## src/rtl/jpeg_quantizer.sv

```systemverilog
// jpeg_quantizer: streaming 3-stage reciprocal-multiply quantizer with runtime luma/chroma tables
// Ports: clk, rst (sync, active-high); in_valid/in_ready/in_data/in_bank coefficient input
// (in_bank sampled on index 0 only); out_valid/out_ready/out_data/out_index/out_last quantized
// output; tbl_wr_en/tbl_wr_bank/tbl_wr_addr/tbl_wr_data table write port; sat_flag sticky
// saturation indicator. Optional macro QUANT_SAT_EN selects clamping instead of wrapping.
module jpeg_quantizer #(
  parameter int IN_W = 11,
  parameter int OUT_W = 11,
  parameter int RECIP_W = 16,
  parameter int FRAC_BITS = 12
) (
  input  logic                      clk,
  input  logic                      rst,
  input  logic                      in_valid,
  output logic                      in_ready,
  input  logic signed [IN_W-1:0]    in_data,
  input  logic                      in_bank,
  output logic                      out_valid,
  input  logic                      out_ready,
  output logic signed [OUT_W-1:0]   out_data,
  output logic [5:0]                out_index,
  output logic                      out_last,
  input  logic                      tbl_wr_en,
  input  logic                      tbl_wr_bank,
  input  logic [5:0]                tbl_wr_addr,
  input  logic [RECIP_W-1:0]        tbl_wr_data,
  output logic                      sat_flag
);
  localparam int PW = IN_W + RECIP_W + 1;
  localparam int YW = PW + 1 - FRAC_BITS;
  localparam logic [PW:0] HALF = (PW+1)'(1 << (FRAC_BITS - 1));
  localparam logic [7:0] LQ [64] = '{
    8'd16, 8'd11, 8'd10, 8'd16, 8'd24,  8'd40,  8'd51,  8'd61,
    8'd12, 8'd12, 8'd14, 8'd19, 8'd26,  8'd58,  8'd60,  8'd55,
    8'd14, 8'd13, 8'd16, 8'd24, 8'd40,  8'd57,  8'd69,  8'd56,
    8'd14, 8'd17, 8'd22, 8'd29, 8'd51,  8'd87,  8'd80,  8'd62,
    8'd18, 8'd22, 8'd37, 8'd56, 8'd68,  8'd109, 8'd103, 8'd77,
    8'd24, 8'd35, 8'd55, 8'd64, 8'd81,  8'd104, 8'd113, 8'd92,
    8'd49, 8'd64, 8'd78, 8'd87, 8'd103, 8'd121, 8'd120, 8'd101,
    8'd72, 8'd92, 8'd95, 8'd98, 8'd112, 8'd100, 8'd103, 8'd99};
  localparam logic [7:0] CQ [64] = '{
    8'd17, 8'd18, 8'd24, 8'd47, 8'd99, 8'd99, 8'd99, 8'd99,
    8'd18, 8'd21, 8'd26, 8'd66, 8'd99, 8'd99, 8'd99, 8'd99,
    8'd24, 8'd26, 8'd56, 8'd99, 8'd99, 8'd99, 8'd99, 8'd99,
    8'd47, 8'd66, 8'd99, 8'd99, 8'd99, 8'd99, 8'd99, 8'd99,
    8'd99, 8'd99, 8'd99, 8'd99, 8'd99, 8'd99, 8'd99, 8'd99,
    8'd99, 8'd99, 8'd99, 8'd99, 8'd99, 8'd99, 8'd99, 8'd99,
    8'd99, 8'd99, 8'd99, 8'd99, 8'd99, 8'd99, 8'd99, 8'd99,
    8'd99, 8'd99, 8'd99, 8'd99, 8'd99, 8'd99, 8'd99, 8'd99};
  logic [RECIP_W-1:0] tbl [2][64];
  logic [5:0] cnt, i1, i2;
  logic blk_bank, bank, adv, acc, v1, v2, v3, ovf;
  logic signed [IN_W-1:0] c1;
  logic [RECIP_W-1:0] r1;
  logic signed [PW-1:0] p2;
  logic signed [PW:0] ps;
  logic signed [YW-1:0] y;
  logic [OUT_W-1:0] yq;
  logic unused;
  assign adv = !v3 || out_ready;
  assign in_ready = adv;
  assign acc = in_valid && adv;
  assign out_valid = v3;
  // index 0 takes the bank straight from the port; the rest of the block uses the latched copy
  assign bank = cnt == 6'd0 ? in_bank : blk_bank;
  always_ff @(posedge clk)
    if (rst)
      for (int i = 0; i < 64; i++) begin
        tbl[0][i] <= RECIP_W'((1 << FRAC_BITS) / int'(LQ[i]));
        tbl[1][i] <= RECIP_W'((1 << FRAC_BITS) / int'(CQ[i]));
      end
    else if (tbl_wr_en)
      tbl[tbl_wr_bank][tbl_wr_addr] <= tbl_wr_data;
  always_ff @(posedge clk)
    if (rst) begin
      {v1, v2, v3} <= 3'b000;
      cnt <= 6'd0;
      blk_bank <= 1'b0;
      out_data <= '0;
      out_index <= 6'd0;
      out_last <= 1'b0;
    end else if (adv) begin
      {v1, v2, v3} <= {acc, v1, v2};
      if (acc) cnt <= cnt + 6'd1;
      if (acc && cnt == 6'd0) blk_bank <= in_bank;
      c1 <= in_data;
      i1 <= cnt;
      r1 <= tbl[bank][cnt];
      p2 <= PW'(c1) * PW'($signed({1'b0, r1}));
      i2 <= i1;
      if (v2) begin
        out_data <= yq;
        out_index <= i2;
        out_last <= i2 == 6'd63;
      end
    end
  // adding half an LSB before the arithmetic shift rounds half toward +inf
  always_comb begin
    ps = $signed({p2[PW-1], p2} + HALF);
    y = ps[PW:FRAC_BITS];
  end
`ifdef QUANT_SAT_EN
  localparam logic signed [YW-1:0] YMAX = YW'((1 << (OUT_W - 1)) - 1);
  localparam logic signed [YW-1:0] YMIN = ~YMAX;
  always_comb begin
    ovf = y > YMAX || y < YMIN;
    yq = y > YMAX ? YMAX[OUT_W-1:0] : y < YMIN ? YMIN[OUT_W-1:0] : y[OUT_W-1:0];
    unused = ^ps[FRAC_BITS-1:0];
  end
  always_ff @(posedge clk)
    if (rst) sat_flag <= 1'b0;
    else if (adv && v2 && ovf) sat_flag <= 1'b1;
`else
  always_comb begin
    ovf = 1'b0;
    yq = y[OUT_W-1:0];
    unused = ^{ps[FRAC_BITS-1:0], y[YW-1:OUT_W], ovf};
  end
  assign sat_flag = 1'b0;
`endif
endmodule

```

## config.mk

```make
export PLATFORM = sky130hd
export DESIGN_NAME = jpeg_quantizer
export DESIGN_NICKNAME = d
export VERILOG_FILES = /design/src/rtl/jpeg_quantizer.sv
export SDC_FILE = /design/constraint.sdc
export NUM_CORES = 2
export LEC_CHECK = 0
export ABC_AREA = 1
export CORE_UTILIZATION = 40
export CTS_CLUSTER_DIAMETER = 30
export DETAILED_ROUTE_END_ITERATION = 10
export HOLD_SLACK_MARGIN = 0.15
export PLACE_DENSITY_LB_ADDON = 0.15
export SLEW_MARGIN = 15
export SYNTH_ARGS = -nofsm -noshare
export SYNTH_HDL_FRONTEND = slang
export SYNTH_SLANG_ARGS = --single-unit
```

## constraint.sdc

```tcl
create_clock -name clk -period 5.9 [get_ports clk]
set_input_delay 0.885 -clock clk [delete_from_list [all_inputs] [get_ports clk]]
set_output_delay 0.885 -clock clk [all_outputs]
set_load 0.05 [all_outputs]
```

==> summary.log <==
[outcome] result of the run complete, no violations
[cells_and_area] post-layout net count 12,553
[yosys] combined area of all synthesized cells 0.108 mm²
[yosys] register area share after synthesis 0.589
[sta] Min Clock Period, post-route 5.36 ns
[setup_path] crit path max fanout 16
[grt] wire length of the first global-routing pass 529 mm
[setup_path] class of the most critical setup path reg2reg
[sta] min setup slack post-route 0.540 ns
[clock_network] maximum level of the CTS H-tree 6
[sta] Worst Skew 0.0653 ns
[cells_and_area] fraction of final layout cells with drive strength greater than 1 0.0807
[sta] post-route clock period utilization 0.908
[sta] max-slew headroom at the worst pin 0.203
[min_path] Hold Crit Class reg2reg
[drt] Routed Antenna Nets 0
[yosys] nets in the synthesized netlist 12,638
[clock_network] buffers inserted by post-CTS timing repair 0
[yosys] number of distinct standard cells referenced by the synthesized netlist 42
[placed_design] DP Worst Slack 0.427 ns
[sta] setup repair after global routing missed its margin no
[grt] Congestion Overflow GR 0
[grt] via count of the first global-routing pass 81,628
[grt] maximum number of pins on one net before global-route repair 142
[cells_and_area] number of fill cells 25,166
[yosys] cell count after synthesis 12,419
[setup_path] critical path required time 6.52 ns
[sta] achievable clock frequency 187 MHz
[placed_design] number of buffers inserted by port buffering 59
[yosys] syn avg cell area 8.69 µm²
[sta] count of final hold-check violations 0
[die] number of placement rows 190
[placed_design] half-perimeter wire length after placement 221 mm
[cells_and_area] final design utilization 0.482
[drt] WL final 358 mm
[drt] Routed wire per std cell 22.0 µm
[clock_network] # resized after CTS 0
[yosys] EDFF count, synth 2,099
[power_and_ir_drop] PwrDens 447 mW/mm²
[sta] hold slack 0.416 ns
[drt] DRC 0
[die] vertical die dimension 521 µm
[setup_path] Startpoint Class flip-flop
[drt] Iter 0 DRT Violations 8,371
[clock_network] CTS tree built
[setup_path] Critical Path End Type flip-flop
[drt] via total after detailed routing 83,550
[die] Initial Utilization 0.402
[drt] routed via count divided by cell count 5.12
[yosys] #FFs+latches synth 2,127
[die] die area 0.272 mm²
[clock_network] clock root buffer master sky130_fd_sc_hd__clkbuf_16
[grt] number of antenna violations at the first check in global routing 18
[die] number of ports placed on the die boundary 61
[clock_network] clock-pin slew on the worst setup and hold paths 0.05 ns
[sta] number of max-slew violations in the final report 0
[die] Die Wd 521 µm
[power_and_ir_drop] sum of internal, switching and leakage power 57,800 µW
[power_and_ir_drop] standby leakage power 0.0572 µW
[drt] TritonRoute pass-1 iters 6
[setup_path] Worst EP arrival 5.98 ns
[power_and_ir_drop] worst ir drop on vdd 0.424 mV
[yosys] share of flip-flops with an asynchronous set or reset 0
[die] Placeable Area 0.268 mm²
[sta] setup violation total in the final timing report 0
[job] Max Cap Viol 0
[clock_network] maximum clock insertion buffer count 4
[clock_network] total of hold buffers inserted after clock tree synthesis 0
[grt] global-route usage over all layers 0.260
[cells_and_area] synth-to-layout area growth 19.8%
[yosys] number of warning messages in the yosys log 0
[clock_network] total CTS buffers 526
[placed_design] routability congestion estimate 0.905
[clock_network] count of clock tree sinks 2,127
[sta] total negative setup slack 0 ns
[sta] slew of the pin with the lowest slew margin 1.20 ns
[clock_network] insertion delay to the later sink of the worst-skew pair 0.92 ns
[yosys] ys flop type sky130_fd_sc_hd__edfxtp_1
## metal layers
metal	share of wire	GRT usage
met1	0.42	0.347
met5	0.00027	0
met2	0.46	0.418
met4	0.040	0.105
met3	0.079	0.0471
## flip-flops by register name, indices dropped and copies added (netlist names)
name,flops
blk_bank,1
c1,11
cnt,6
i1,6
i2,6
out_data,11
out_index,6
out_last,1
out_valid,1
p2,12
r1,16
tbl,2048
v1,1
v2,1
## synth_stat cells (all sizes together) (6+ instances only)
library cell | instances | area share
nand2 | 3232 | 0.11
o21ai | 30 | 0.0014
nor2 | 1883 | 0.066
xor2 | 19 | 0.0015
inv | 2167 | 0.075
nand4 | 6 | 0.00063
a21oi | 41 | 0.0019
nand3 | 1738 | 0.081
buf | 325 | 0.015
ha | 59 | 0.0068
fa | 120 | 0.022
xnor2 | 11 | 0.00089
dfxtp | 28 | 0.0052
edfxtp | 2099 | 0.58
o211ai | 24 | 0.0017
nand3b | 16 | 0.0011
clkbuf | 542 | 0.019
nor3 | 53 | 0.0026
## cell families after synthesis
| group | Yosys count | share of synthesized area |
|---|---|---|
| AOI/OAI and AO/OA | 107 | 0.00582 |
| xor gates and xnor gates | 30 | 0.00244 |
| adders and majority gates | 179 | 0.0291 |
| buffers and inverters | 3038 | 0.109 |
| DFF | 2127 | 0.589 |
| other | 1 | 0.0000348 |
| and+or+nand+nor | 6937 | 0.264 |
## placed cells by master, fill, tap and decap left out, drive strengths merged, types with 16 or more instances in the layout
cell type | netlist | layout
nand2 | 3232 | 3232
inv | 2167 | 2198
edfxtp | 2099 | 2099
nor2 | 1883 | 1883
nand3 | 1738 | 1738
clkbuf | 542 | 606
clkinv | 4 | 216
buf | 325 | 196
fa | 120 | 120
bufinv | 0 | 69
ha | 59 | 59
clkdlybuf4s50 | 0 | 58
nor3 | 53 | 53
a21oi | 41 | 41
o21ai | 30 | 30
dfxtp | 28 | 28
o211ai | 24 | 24
clkinvlp | 0 | 24
xor2 | 19 | 19
nand3b | 16 | 16
## power breakdown
| part | leakage, µW | switching, µW | internal [µW] |
|---|---|---|---|
| sequential | 0.0204 | 359 | 17700 |
| combinational | 0.0281 | 7410 | 3420 |
| clock | 0.00860 | 9290 | 19600 |
## metrics by stage
step | instance area, µm² | cells
floorplan | 108000 | 12419
finish | 129000 | 16306
global route | 129000 | 16303
detailed placement | 112000 | 15358
CTS | 129000 | 16300
global placement | 112000 | 15358
## critical path, stage by stage, from the launching register on
cell and delay (ns):
sky130_fd_sc_hd__edfxtp_1 0.79, sky130_fd_sc_hd__nand2_1 0.16, sky130_fd_sc_hd__fa_1 0.55, sky130_fd_sc_hd__inv_1 0.06, sky130_fd_sc_hd__fa_1 0.49, sky130_fd_sc_hd__inv_1 0.05
sky130_fd_sc_hd__fa_1 0.48, sky130_fd_sc_hd__inv_1 0.06, sky130_fd_sc_hd__fa_1 0.53, sky130_fd_sc_hd__inv_1 0.05, sky130_fd_sc_hd__fa_1 0.53, sky130_fd_sc_hd__inv_1 0.04
sky130_fd_sc_hd__ha_1 0.34, sky130_fd_sc_hd__a21oi_1 0.20, sky130_fd_sc_hd__o21ai_0 0.15, sky130_fd_sc_hd__a211oi_1 0.28, sky130_fd_sc_hd__o221ai_1 0.18, sky130_fd_sc_hd__xor2_1 0.16
## final cells by class
class                   count  area [µm²]  share of cell area
flip-flops and latches   2127       63600               0.492
repair buffers            254        2630              0.0203
inverters                2171        8260              0.0639
diodes                      6        15.0            0.000116
clock buffers             606       13600               0.106
well taps                3552        4440              0.0344
clock inverters           336        4100              0.0317
multi-input cells        7254       32600               0.252
## final timing paths
path	start	to	slack [ns]	cells past startpoint
setup / recovery	c1[3]	p2[22]	0.54	17
hold / removal	i1[0]	i2[0]	0.42	0
setup reg to reg	c1[3]	p2[22]	0.54	17
hold reg to reg	i1[0]	i2[0]	0.42	0
No activity file was read; power rests on OpenSTA's default activity.
